===== config.mk =====
export PLATFORM = sky130hd
export DESIGN_NAME = mux_scan_sequencer
export DESIGN_NICKNAME = d
export VERILOG_FILES = /design/src/rtl/mux_scan_pkg.sv /design/src/rtl/mux_scan_sequencer.sv
export SDC_FILE = /design/constraint.sdc
export NUM_CORES = 1
export LEC_CHECK = 0
export ABC_AREA = 0
export ABC_CLOCK_PERIOD_IN_PS = 2400
export BUFFER_PORTS_ARGS = -buffer_cell sky130_fd_sc_hd__buf_4
export CAP_MARGIN = 15
export CORE_MARGIN = 5
export CORE_UTILIZATION = 55
export CTS_CLUSTER_SIZE = 10
export DETAILED_ROUTE_END_ITERATION = 6
export PLACE_DENSITY = 0.77
export SLEW_MARGIN = 20
export SYNTH_ARGS = -nofsm -noshare
export SYNTH_HDL_FRONTEND = slang
export SYNTH_SLANG_ARGS = --single-unit

===== constraint.sdc =====
create_clock -name clk -period 2.4 [get_ports clk]
set_clock_uncertainty 0.1 [all_clocks]
set_input_delay 0.24 -clock clk [delete_from_list [all_inputs] [get_ports clk]]
set_output_delay 0.24 -clock clk [all_outputs]
set_load 0.005 [all_outputs]

===== src/rtl/mux_scan_pkg.sv =====
// mux_scan_pkg
// Shared definitions for the mux scan sequencer: the controller state
// encoding plus the channel, select and dwell-counter widths.
package mux_scan_pkg;

  typedef enum logic {
    IDLE = 1'b0,
    SCAN = 1'b1
  } scan_state_t;

  localparam int NUM_CH  = 8;
  localparam int SEL_W   = 3;
  localparam int DWELL_W = 4;

endpackage


===== src/rtl/mux_scan_sequencer.sv =====
// mux_scan_sequencer
// Walks the select lines of an external 8:1 mux through channels 0..7,
// samples the mux output once per channel after DWELL extra settle cycles,
// and packs the eight samples into a byte handed downstream over valid/ready.
// Supports single-shot scans and continuous back-to-back scans.
//
// Ports
//   clk           rising-edge clock
//   rst_n         asynchronous active-low reset
//   start_i       one-cycle pulse, begins a scan when idle
//   continuous_i  1 = rescan immediately after each word (sampled at start
//                 and again at each word completion)
//   stop_i        pulse, ends continuous mode once the current word completes
//   sel_o[2:0]    registered mux select, sel_o[0] = s0
//   mux_y_i       mux output for the current select
//   data_o[7:0]   captured word, bit k sampled with sel_o == k
//   valid_o       data_o holds a word not yet accepted
//   ready_i       downstream accepts data_o when valid_o && ready_i
//   busy_o        high while scanning
//   overrun_o     sticky, a completed word was dropped; cleared by reset/start
module mux_scan_sequencer
  import mux_scan_pkg::*;
#(
  parameter int unsigned DWELL = 0
) (
  input  logic             clk,
  input  logic             rst_n,
  input  logic             start_i,
  input  logic             continuous_i,
  input  logic             stop_i,
  output logic [SEL_W-1:0] sel_o,
  input  logic             mux_y_i,
  output logic [NUM_CH-1:0] data_o,
  output logic             valid_o,
  input  logic             ready_i,
  output logic             busy_o,
  output logic             overrun_o
);

  localparam logic [DWELL_W-1:0] DWELL_LOAD = DWELL_W'(DWELL);
  localparam logic [SEL_W-1:0]   LAST_CH    = SEL_W'(NUM_CH - 1);

  scan_state_t         state_q,       state_d;
  logic [SEL_W-1:0]    sel_q,         sel_d;
  logic [DWELL_W-1:0]  dwell_q,       dwell_d;
  logic [NUM_CH-1:0]   shift_q,       shift_d;
  logic [NUM_CH-1:0]   data_q,        data_d;
  logic                valid_q,       valid_d;
  logic                busy_q,        busy_d;
  logic                overrun_q,     overrun_d;
  logic                contLatched_q, contLatched_d;
  logic                stopPending_q, stopPending_d;

  logic [NUM_CH-1:0]   word;
  logic                lastCycle;

  // Next-state logic. The dwell counter counts down from DWELL; the cycle on
  // which it reads zero is the last cycle of the channel, where mux_y_i is
  // captured into the bit addressed by sel and the select advances. The
  // sample from the highest channel completes the word, which either loads
  // into the output register (free slot, or slot being accepted this very
  // cycle) or is dropped and flagged as an overrun. A load always wins over
  // the clear caused by acceptance, so back-to-back handoff keeps valid high.
  // Rescanning needs continuous both latched at start and still asserted at
  // completion, with no stop seen during the word.
  always_comb begin
    state_d       = state_q;
    sel_d         = sel_q;
    dwell_d       = dwell_q;
    shift_d       = shift_q;
    data_d        = data_q;
    valid_d       = valid_q;
    busy_d        = busy_q;
    overrun_d     = overrun_q;
    contLatched_d = contLatched_q;
    stopPending_d = stopPending_q;

    word          = shift_q;
    word[sel_q]   = mux_y_i;
    lastCycle     = (dwell_q == '0);

    if (valid_q && ready_i) begin
      valid_d = 1'b0;
    end

    case (state_q)
      IDLE: begin
        if (start_i) begin
          state_d       = SCAN;
          busy_d        = 1'b1;
          sel_d         = '0;
          dwell_d       = DWELL_LOAD;
          shift_d       = '0;
          overrun_d     = 1'b0;
          contLatched_d = continuous_i;
          stopPending_d = 1'b0;
        end
      end

      SCAN: begin
        if (stop_i) begin
          stopPending_d = 1'b1;
        end

        if (!lastCycle) begin
          dwell_d = dwell_q - 1'b1;
        end else begin
          dwell_d = DWELL_LOAD;
          sel_d   = sel_q + 1'b1;
          shift_d = word;

          if (sel_q == LAST_CH) begin
            shift_d       = '0;
            stopPending_d = 1'b0;

            if (!valid_q || ready_i) begin
              data_d  = word;
              valid_d = 1'b1;
            end else begin
              overrun_d = 1'b1;
            end

            if (contLatched_q && continuous_i && !stopPending_q && !stop_i) begin
              contLatched_d = 1'b1;
            end else begin
              state_d = IDLE;
              busy_d  = 1'b0;
            end
          end
        end
      end

      default: begin
        state_d = IDLE;
        busy_d  = 1'b0;
      end
    endcase
  end

  // State register. Reset is asynchronous so a scan in progress is abandoned
  // at once and its partial word is lost.
  always_ff @(posedge clk or negedge rst_n) begin
    if (!rst_n) begin
      state_q       <= IDLE;
      sel_q         <= '0;
      dwell_q       <= '0;
      shift_q       <= '0;
      data_q        <= '0;
      valid_q       <= 1'b0;
      busy_q        <= 1'b0;
      overrun_q     <= 1'b0;
      contLatched_q <= 1'b0;
      stopPending_q <= 1'b0;
    end else begin
      state_q       <= state_d;
      sel_q         <= sel_d;
      dwell_q       <= dwell_d;
      shift_q       <= shift_d;
      data_q        <= data_d;
      valid_q       <= valid_d;
      busy_q        <= busy_d;
      overrun_q     <= overrun_d;
      contLatched_q <= contLatched_d;
      stopPending_q <= stopPending_d;
    end
  end

  assign sel_o     = sel_q;
  assign data_o    = data_q;
  assign valid_o   = valid_q;
  assign busy_o    = busy_q;
  assign overrun_o = overrun_q;

endmodule


# --- Word-level counts from Yosys, hierarchy flattened ---
# Cells that the tools add are included.
classes:
  n_mux: 42
  n_reduce_logical: 15
  eq_ne: 7
  bitwise_logic: 1
  add_sub_neg: 2
  magnitude_cmp: 2
op_table:
  columns: ["cell", "count"]
  rows:
  - ["2-to-1 mux 1 bit", 25]
  - ["2-to-1 mux 8 bit", 3]
  - ["case mux 8 bit (2 select lines)", 1]
  - ["AND reduction 4 bit", 4]
  - ["case mux 1 bit (2 select lines)", 5]
  - ["bitwise mux 8 bit", 1]
  - ["2-to-1 mux 4 bit", 2]
  - ["case mux 4 bit (2 select lines)", 1]
  - ["2-to-1 mux 3 bit", 2]
  - ["!= test 2 x 1 -> 1 bit, second input constant", 3]
  - ["!= test 2 bit, second input constant", 3]
  - ["case mux 3 bit (2 select lines)", 1]
  - ["logical AND 1 bit", 5]
  - ["logical NOT 4 bit", 1]
  - ["< comparator 3 x 4 -> 1 bit, second input constant", 1]
  - ["subtractor 4 x 1 -> 4 bit, second input constant", 1]
  - ["adder 3 x 1 -> 3 bit, second input constant", 1]
  - ["demux 1 bit (select 3 bit)", 1]
  - ["equality test 3 bit, second input constant", 1]
  - [">= comparator 3 x 1 -> 1 bit, second input constant", 1]
  - ["logical NOT 1 bit", 3]
  - ["AND reduction 2 bit", 1]
  - ["logical OR 1 bit", 1]
  - ["inverter 1 bit", 1]
word_totals:
  in_bits: 7
  word_cells: 79
  out_inout_bits: 14
  regBits: 29

# --- Longest topological paths before layout ---
# Gate-level depths: netlist (run 1).
depth:
  word_depth: 8
  ltp_mapped: 7
  depth_no_buf: 5

# --- Worst setup path before layout (run 1) ---
# Ideal clock, no wire load.
synth_path:
  path_kind: "flip-flop to flip-flop"
  startpoint: "reg dwell_q[0]"
  endpoint: "reg data_q[7], in the netlist data_o[7]"
  t_arrival_ps: 1588
  t_required_ps: 2175
  setup_slack_ps: 586
  path_stages_with_launch: 8
  synth_period_minus_slack_ps: 1814
  path_buffers: 2
  setup_time_ps: 125
  path_cell_list: "dfrtp_1 > inv_1 > ha_1 > and4bb_1 > buf_6 > nor3b_4 > buf_6 > mux2_4"
synth_via:
  elab_chain_cells: 2
synth_rtl:
  columns: ["item", "line_no", "source"]
  rows:
  - ["from (decl)", "mux_scan_sequencer.sv:45", "logic [DWELL_W-1:0] dwell_q, dwell_d;"]
  - ["from (signal assigned)", "mux_scan_sequencer.sv:157", "dwell_q <= dwell_d;"]
  - ["logical NOT 4 bit", "mux_scan_sequencer.sv:80", "lastCycle = (dwell_q == '0);"]
  - ["AND reduction 4 bit (no source line)", null, null]
  - ["to (signal assigned)", "mux_scan_sequencer.sv:159", "data_q <= data_d;"]
  - ["to (decl)", "mux_scan_sequencer.sv:47", "logic [NUM_CH-1:0] data_q, data_d;"]
# No other way between the ends.
# A chain may end at the register's enable or synchronous reset.

# --- Final worst setup path (run 1) ---
layout_path:
  startpoint: "reg dwell_q[0]"
  endpoint: "reg sel_q[0], in the netlist sel_o[0]"
layout_via:
  elab_chain_cells: 3
layout_rtl:
  columns: ["item", "line_no", "source"]
  rows:
  - ["logical NOT 4 bit", "mux_scan_sequencer.sv:80", null]
  - ["!= test 2 x 1 -> 1 bit (no source line)", null, null]
  - ["AND reduction 2 bit (no source line)", null, null]
  - ["to (signal assigned)", "mux_scan_sequencer.sv:156", "sel_q <= sel_d;"]
  - ["to (decl)", "mux_scan_sequencer.sv:44", "logic [SEL_W-1:0] sel_q, sel_d;"]
# No other way between the ends.

==> flow_summary.yaml, run 1 <==
place:
  globalplace.congestion: 0.755
  hpwl_um: 1710
  port-buffer-count: 20
  placed_cell_area_um2: 1570
run_status:
  status: "finished, final reports clean"
cells_and_area:
  multi_input_comb_area_um2: 598
  fillers: 200
  layout.nets: 156
  seq_area_um2: 726
  final_area_um2: 1630
  antenna_cells: 0
  drive_gt1_share_pct: 22.8
  area_delta_synth_final_pct: 15.1
logic_synthesis:
  synth_top_area_share_pct: 51.1
  yosysUniqueCellTypes: 32
  synthFlopType: "dfrtp_1"
  netlist_area_um2: 1420
  ys_async_sr_fraction_pct: 100
  synth_edf_count: 0
  yosysTopAreaCell: "dfrtp_1"
  syn-num-nets: 134
  synth_area_leaders: "dfrtp_1, mux2i_1, o2bb2ai_1, ha_1, inv_1"
  ys_warn_count: 0
  synth-seq-cells: 29
  seq_area_frac_synth_pct: 51.1
  syn-mean-instance-area_um2: 11.5
  syn_inst: 123
critical_path:
  cp_data_required_time_ns: 2.56
  cp_max_fo: 11
  startpoint_type: "flip-flop"
  end_kind: "flip-flop"
  arrival_ns: 2.31
  path_class: "reg -> reg"
  reg2reg_depth: 5
routing:
  postRouteAntennaNets: 0
  route.detailed.drc: 0
  num_vias: 975
  wire_per_inst_um: 14.4
  drt_iter0_drc: 16
  dr.pass1.iters: 4
  wl_um: 2520
  avgViaCountPerCell: 5.57
sta:
  maxSlewHeadroom_pct: 42.6
  rsz0062_at_grt: "false"
  setup_violations: 0
  hold_viol_final: 0
  finalCriticalPeriod_ns: 2.14
  worst_pin_slew_ns: 0.862
  fmax_ghz: 0.467
  period_share_pct: 89.3
  maxSlewViolCount: 0
  finalSetupTns_ns: 0
power_and_ir_drop:
  ir_drop_uv: 648
  p_leak_nw: 0.767
  power_density_nw_per_um2: 1090
min_path:
  holdPathStages: 2
  hold_class: "in -> reg"
die:
  core_area_um2: 2480
  die-area_um2: 3700
  rows: 18
  die_h_um: 60.8
  io_pins: 21
  fp.dieW_um: 60.8
  start_util_pct: 57.3
global_route:
  grt_pass1_vias: 974
  grt_max_degree: 30
  overflow: 0
  grt_use_total_pct: 16.7
  grt_first_pass_wirelength_um: 4490
  antenna_found_initial: 0
clock_network:
  clock-root-buffer: "clkbuf_4"
  htreeDepth: 2
  clk_pin_slew_ns: 0.09
  cts.sinks: 29
  cts_resized: 0
  cts_buffer_depth: 2
  numCtsBuffers: 5
  clock_latency_ns: 0.32
  tritoncts: "done"
run:
  cap_violations: 0
routing by layer:
layer,global-route usage [%],up-vias,routed length (um)
met5,0,-,0
li1,-,480,-
met1,23.8,462,1250
met3,6.38,6,149
met2,22.6,27,1080
met4,6.81,0,39
state kept, by name, indices dropped and copies added (netlist names):
signal,cells
busy_o,1
sel_o,3
state_q,1
overrun_o,1
stopPending_q,1
shift_q,8
contLatched_q,1
valid_o,1
dwell_q,4
data_o,8
through the flow:
step / setup slack (ns) / total power [mW] / std cells / hold slack (ns) / utilization, %
final: 0.257 / 1.79 / 175 / 0.0442 / 65.9
after global routing: 0.120 / 1.93 / 175 / 0.0373 / 65.9
after CTS: 0.253 / 1.81 / 175 / 0.0255 / 65.9
after detailed placement: 0.280 / 1.50 / 167 / 0.0856 / 63.3
after global placement: 0.371 / 1.47 / 167 / 0.0802 / 63.3
after floorplan: 0.586 / 1.29 / 123 / -0.156 / -
path summary, 6_finish.rpt:
path                            startpoint       endpoint  slack [ns]
worst max-delay path            dwell_q[0]       sel_o[0]        0.26
worst min-delay path               start_i     dwell_q[3]        0.04
min in group asynchronous            rst_n        valid_o        0.27
worst max register to register  dwell_q[0]       sel_o[0]        0.26
max in group asynchronous            rst_n  contLatched_q        1.66
worst min register to register  shift_q[5]     shift_q[5]        0.39
cell type report:
cell class                 instances  share of cell area [%]
sequential                        29                    44.4
multi-input combinational         74                    36.6
tap                               30                    2.30
timing repair buffer              22                    10.3
clock buffer                       7                    3.37
inverter                          13                    2.99
where the power goes:
| part | total, mW | leakage [nW] | switching (mW) | internal (mW) |
|---|---|---|---|---|
| Sequential | 0.819 | 0.342 | 0.165 | 0.654 |
| Combinational | 0.668 | 0.393 | 0.294 | 0.374 |
| Clock | 0.297 | 0.0314 | 0.159 | 0.138 |
| Total | 1.79 | 0.767 | 0.619 | 1.17 |
synthesized netlist by cell type, drive strengths merged, types with 4 or more instances:
library cell / number
nand2: 7
dfrtp: 29
ha: 4
nand3b: 4
nor3b: 5
mux2: 4
mux2i: 15
nor2: 4
inv: 12
o2bb2ai: 7
o21ai: 4
buf: 7
worst max-delay path, stage by stage (launching register included):
cell and delay (ns):
dfrtp_1 0.39, inv_1 0.06, ha_1 0.26, and4bb_1 0.30, a21oi_1 0.69, mux2_2 0.29
cells by family (layout without fill, tap and decap cells):
family                   count (synthesis)  in the layout  share of synthesized area (%)
flip-flops                              29             29                           51.1
AND/OR/NAND/NOR                         27             27                           12.3
AO/OA/AOI/OAI                           24             24                           12.3
buffers and inverters                   20             42                           6.70
multiplexers                            19             19                           14.0
adder cells (fa/ha/maj)                  4              4                           3.53
cell usage in the layout, fill, tap and decap left out:
master	instances
clkbuf_1	1
ha_1	4
nand3b_1	4
nor3b_1	4
o22ai_1	2
inv_1	12
a21oi_1	3
nor2_1	4
nor3_1	2
dlygate4sd3_1	1
nand3_1	1
a32o_1	1
nand4bb_1	1
clkinv_1	1
a22o_1	2
a31o_2	1
clkbuf_4	5
and4bb_1	1
or2b_1	1
nand2_1	7
clkbuf_8	1
o21ai_0	4
o31ai_1	1
o2bb2ai_1	7
o32ai_1	1
buf_4	21
mux2_4	1
nor3b_4	1
mux2i_1	15
a21o_1	1
mux2_2	3
and2b_1	1
a31oi_1	1
dfrtp_1	29
timing repair:
item	in CTS	in global routing
hold buffers	1	0
endpoints found under the hold margin	29	0
buffers inserted	0	0
Power figures use the tool's default switching activity.
==> run 2: changes to the inputs <==
PLACE_DENSITY = 0.8   (was 0.77)
SETUP_SLACK_MARGIN = 0.4   (was unset)
==> run 2 against run 1 <==
Global-route usage is 0.74 points higher. Flip-flop and latch count stayed put. Design area is 1.4% higher. Largest power group unchanged. Worst setup slack better by 0.26 ns. Die area stayed put. Combinational power is 7.3% higher. Critical path type unchanged. Clock power is 6% lower. Highest routed layer unchanged. Utilization is 0.91 points higher.
==> flow_summary.yaml, run 2 (synthesis gave the netlist of run 1 again) <==
critical_path:
  critPathMaxStageDelay_ns: 0.42
  startpoint_type: "flip-flop"
  end_kind: "flip-flop"
  path_cells: "inv_1 > ha_2 > and4bb_4 > nor3b_4 > buf_4 > mux2i_1"
  critPathSlowestCell: "dfrtp_1"
  cp_data_required_time_ns: 2.55
  arrival_ns: 2.03
  path_class: "reg -> reg"
  cp_max_fo: 8
cells_and_area:
  final_area_um2: 1660
  most-common-layout-cells: "dfrtp_1, buf_4, mux2i_1"
  seq_area_um2: 727
  layout_commonest_cell: "dfrtp_1"
  drive_gt1_share_pct: 27.0
  multi_input_comb_area_um2: 608
  antenna_cells: 0
  area_delta_synth_final_pct: 16.7
  fillers: 188
  fin_cells: 178
  layout.nets: 158
run_status:
  status: "finished, final reports clean"
routing:
  wire_per_inst_um: 15.4
  dr.pass1.iters: 4
  route.detailed.drc: 0
  avgViaCountPerCell: 5.72
  postRouteAntennaNets: 0
  wl_um: 2740
  num_vias: 1019
  drt_iter0_drc: 27
clock_network:
  clock-root-buffer: "clkbuf_4"
  numCtsBuffers: 5
  clk_pin_slew_ns: 0.09
  cts_buffer_depth: 2
  cts.sinks: 29
  htreeDepth: 2
  clock_latency_ns: 0.32
  tritoncts: "done"
die:
  io_pins: 21
  die-area_um2: 3700
  start_util_pct: 57.3
  rows: 18
  die_h_um: 60.8
  fp.dieW_um: 60.8
  core_area_um2: 2480
sta:
  period_share_pct: 78.5
  worst_pin_slew_ns: 0.485
  finalCriticalPeriod_ns: 1.88
  maxSlewViolCount: 0
  hold_viol_final: 0
  setup_violations: 0
  finalSetupTns_ns: 0
  hold_ws_ns: 0.0516
  rsz0062_at_grt: "false"
  fmax_ghz: 0.531
  maxSlewHeadroom_pct: 67.7
global_route:
  grt_pass1_vias: 997
  antenna_found_initial: 0
  grt_use_total_pct: 17.4
  grt_first_pass_wirelength_um: 4610
  grt_max_degree: 30
  overflow: 0
place:
  hpwl_um: 1910
  placed_cell_area_um2: 1580
  globalplace.congestion: 0.784
  dp.cells: 168
  port-buffer-count: 20
min_path:
  hold_class: "in -> reg"
power_and_ir_drop:
  power_mw: 1.81
  power_density_nw_per_um2: 1090
  ir_drop_uv: 639
  p_leak_nw: 0.774
run:
  cap_violations: 0
-- run 2: cell count changes in the layout (fill, tap and decap cells not counted) --
| cell | previous run | this run |
|---|---|---|
| buf_4 | 21 | 23 |
| dfrtp_1 | 29 | 28 |
| ha_2 | 0 | 1 |
| ha_1 | 4 | 3 |
| and4bb_4 | 0 | 1 |
| clkinv_2 | 0 | 2 |
| clkbuf_8 | 1 | 0 |
| a21oi_1 | 3 | 2 |
| a21oi_2 | 0 | 1 |
| dfrtp_2 | 0 | 1 |
| and4bb_1 | 1 | 0 |
-- run 2: area by class of cell --
type	count	area share [%]
Inverter	13	2.95
Clock buffer	6	2.49
Timing Repair Buffer	24	11.0
Tap cell	30	2.27
Sequential cell	29	43.9
Clock inverter	2	0.605
Multi-Input combinational cell	74	36.7
-- run 2: per-stage QoR --
step / utilization [%] / worst slack, ns
after global placement: 63.6 / 0.387
after CTS: 66.5 / 0.396
after floorplan: - / 0.586
after detailed placement: 63.6 / 0.300
final: 66.8 / 0.517
after global routing: 66.8 / 0.409
-- run 2: routing by layer --
metal  routed length [um]  vias up  GRT usage (%)
met2                 1210       23           25.6
met1                 1330      502           23.8
li1                     -      487              -
met3                  135        7           3.83
met5                    0        -              0
met4                   59        0           9.60
-- run 2: final timing paths --
path,start,end,slack [ns],depth (start not counted)
min in group asynchronous,rst_n,overrun_o,0.27,2
worst max register to register,dwell_q[0],data_o[5],0.52,6
worst min register to register,shift_q[5],shift_q[5],0.40,1
worst max-delay path,dwell_q[0],data_o[5],0.52,6
max in group asynchronous,rst_n,sel_o[0],1.65,2
worst min-delay path,start_i,dwell_q[3],0.05,2
-- run 2: report_power, final --
part,switching (mW),total [mW],internal (mW)
registers,0.159,0.815,0.656
logic,0.321,0.717,0.397
clock network,0.166,0.278,0.111
total,0.646,1.81,1.16
-- run 2: what timing repair did --
action / in CTS / in global routing
buffers inserted: 1 / 0
endpoints found under the hold margin: 29 / 0
endpoints found under the setup margin: 11 / 8
resized for setup: 1 / 4
hold buffers: 1 / 0
-- run 2: worst max-delay path: cells and delay by family (launching register included) --
family,cells,cell delay (ns)
buf+inv,2,0.28
fa+ha+maj,1,0.22
simple gates,2,0.61
mux,1,0.18
flops,1,0.42
==> run 3: changes to the inputs <==
ABC_CLOCK_PERIOD_IN_PS = 1600   (was 2400)
CORE_UTILIZATION = 50   (was 55)
PLACE_DENSITY = 0.77   (was 0.8)
clock period = 1.6 ns   (was 2.4 ns; I/O delays follow)
==> run 3 against run 2 <==
The run now ends with negative setup slack left. Count of clock-buffer cells in the layout up 1. Clock power up 130%. Register-to-register slack worse by 0.67 ns. Sequential share of layout area down 11 points. Die area up 8.3%. Worst setup slack worse by 0.67 ns. First-iteration DRC count up 100%. Utilization up 15 points. Final cell count up 17%. Flip-flop and latch count unchanged. Maximum frequency up 7.4%. Worst hold slack worse by 0.0018 ns.
==> flow_summary.yaml, run 3 (synthesis gave the netlist of run 1 again) <==
run_status:
  status: "complete, but fails checks"
  violations: "negative setup slack"
sta:
  rsz0062_at_grt: "true"
  finalCriticalPeriod_ns: 1.75
  layout_setup_ws_ns: -0.153
  finalSetupTns_ns: -1.44
  fmax_ghz: 0.570
  hold_viol_final: 0
  period_share_pct: 110
  setup_violations: 19
  maxSlewViolCount: 0
  maxSlewHeadroom_pct: 74.6
  hold_ws_ns: 0.0498
  worst_pin_slew_ns: 0.380
critical_path:
  crit_path_start: "dwell_q[0]"
  path_depth: 7
  cp_max_fo: 7
  path_class: "reg -> reg"
  startpoint_type: "flip-flop"
  path_cells: "inv_2 > ha_4 > and4bb_1 > buf_4 > nor3b_4 > buf_6 > mux2i_1"
  cp_data_required_time_ns: 1.75
  critPathMaxStageDelay_ns: 0.39
  end_kind: "flip-flop"
  critPathSlowestCell: "dfrtp_1"
  critPathBufInv: 3
  cp_top_family: "simple AND/OR/NAND/NOR gates"
  reg2reg_depth: 7
  timing.rr.start: "dwell_q[0]"
  arrival_ns: 1.90
routing:
  drt_iter0_drc: 55
  num_vias: 1191
  dr.pass1.iters: 4
  postRouteAntennaNets: 0
  avgViaCountPerCell: 5.70
  route.detailed.drc: 0
  wl_um: 4100
  wire_per_inst_um: 19.6
power_and_ir_drop:
  power_density_nw_per_um2: 1800
  p_leak_nw: 1.03
  power_mw: 4.02
  ir_drop_uv: 1480
clock_network:
  clock_latency_ns: 0.34
  numCtsBuffers: 5
  cts.sinks: 29
  cts_buffer_depth: 2
  htreeDepth: 2
  clk_pin_slew_ns: 0.09
  clock-root-buffer: "clkbuf_4"
  tritoncts: "done"
die:
  die_h_um: 63.3
  io_pins: 21
  rows: 19
  die-area_um2: 4000
  core_area_um2: 2730
  fp.dieW_um: 63.3
  start_util_pct: 51.9
cells_and_area:
  final_area_um2: 2240
  area_delta_synth_final_pct: 57.9
  drive_gt1_share_pct: 53.9
  most-common-layout-cells: "buf_4, dfrtp_1, buf_6"
  final_util_pct: 82.0
  antenna_cells: 0
  layout_commonest_cell: "buf_4"
  fin_cells: 209
  layout.nets: 188
min_path:
  min-delay-start: "stop_i"
  holdPathStages: 3
  hold_class: "in -> reg"
global_route:
  grt_pass1_vias: 1203
  antenna_found_initial: 0
  overflow: 0
  grt_max_degree: 30
  grt_use_total_pct: 19.3
  grt_first_pass_wirelength_um: 5950
run:
  cap_violations: 0
place:
  hpwl_um: 2030
  pre_cts_ws_ns: -0.251
  globalplace.congestion: 0.765
  dp.cells: 181
  placed_cell_area_um2: 1680
  port-buffer-count: 20
[run 3: worst paths after layout]
check	endpoint	slack (ns)
max	data_o[2]	-0.15
min	stopPending_q	0.05
max reg2reg	data_o[2]	-0.15
min reg2reg	shift_q[2]	0.41
max in group asynchronous	sel_o[2]	0.92
min in group asynchronous	sel_o[0]	0.16
[run 3: per-layer routing]
metal | track usage, % | up-vias | share of wire [%]
li1 | - | 547 | -
met1 | 23.0 | 599 | 42
met2 | 32.1 | 34 | 51
met3 | 7.10 | 11 | 4.3
met4 | 6.75 | 0 | 2.8
met5 | 0 | - | 0
[run 3: repair_timing]
| action | 4_1_cts | 5_1_grt |
|---|---|---|
| gates cloned | 0 | 1 |
| setup endpoints to repair | 32 | 32 |
| hold buffers | 3 | 0 |
| setup buffers | 9 | 7 |
| endpoints found under the hold margin | 32 | 0 |
| gates resized for setup | 41 | 18 |
| pin swaps | 5 | 6 |
[run 3: final cells by class]
| cell class | instances | area (um2) |
|---|---|---|
| Timing Repair Buffer | 54 | 514 |
| Multi-Input combinational cell | 74 | 822 |
| Clock buffer | 7 | 55.1 |
| Clock inverter | 1 | 30.0 |
| Fill cell | 127 | 493 |
| Inverter | 13 | 53.8 |
| Tap cell | 31 | 38.8 |
| Sequential cell | 29 | 727 |
[run 3: report_power, final]
part           internal (mW)  total (mW)  switching, mW
combinational           1.25        2.20          0.942
sequential             0.980        1.18          0.203
clock                  0.373       0.644          0.271
[run 3: worst register-to-register path, cell delays in order, from the launching register on]
cell	delay, ns
dfrtp_1	0.39
inv_2	0.07
ha_4	0.13
and4bb_1	0.24
buf_4	0.13
nor3b_4	0.22
buf_6	0.18
mux2i_1	0.21
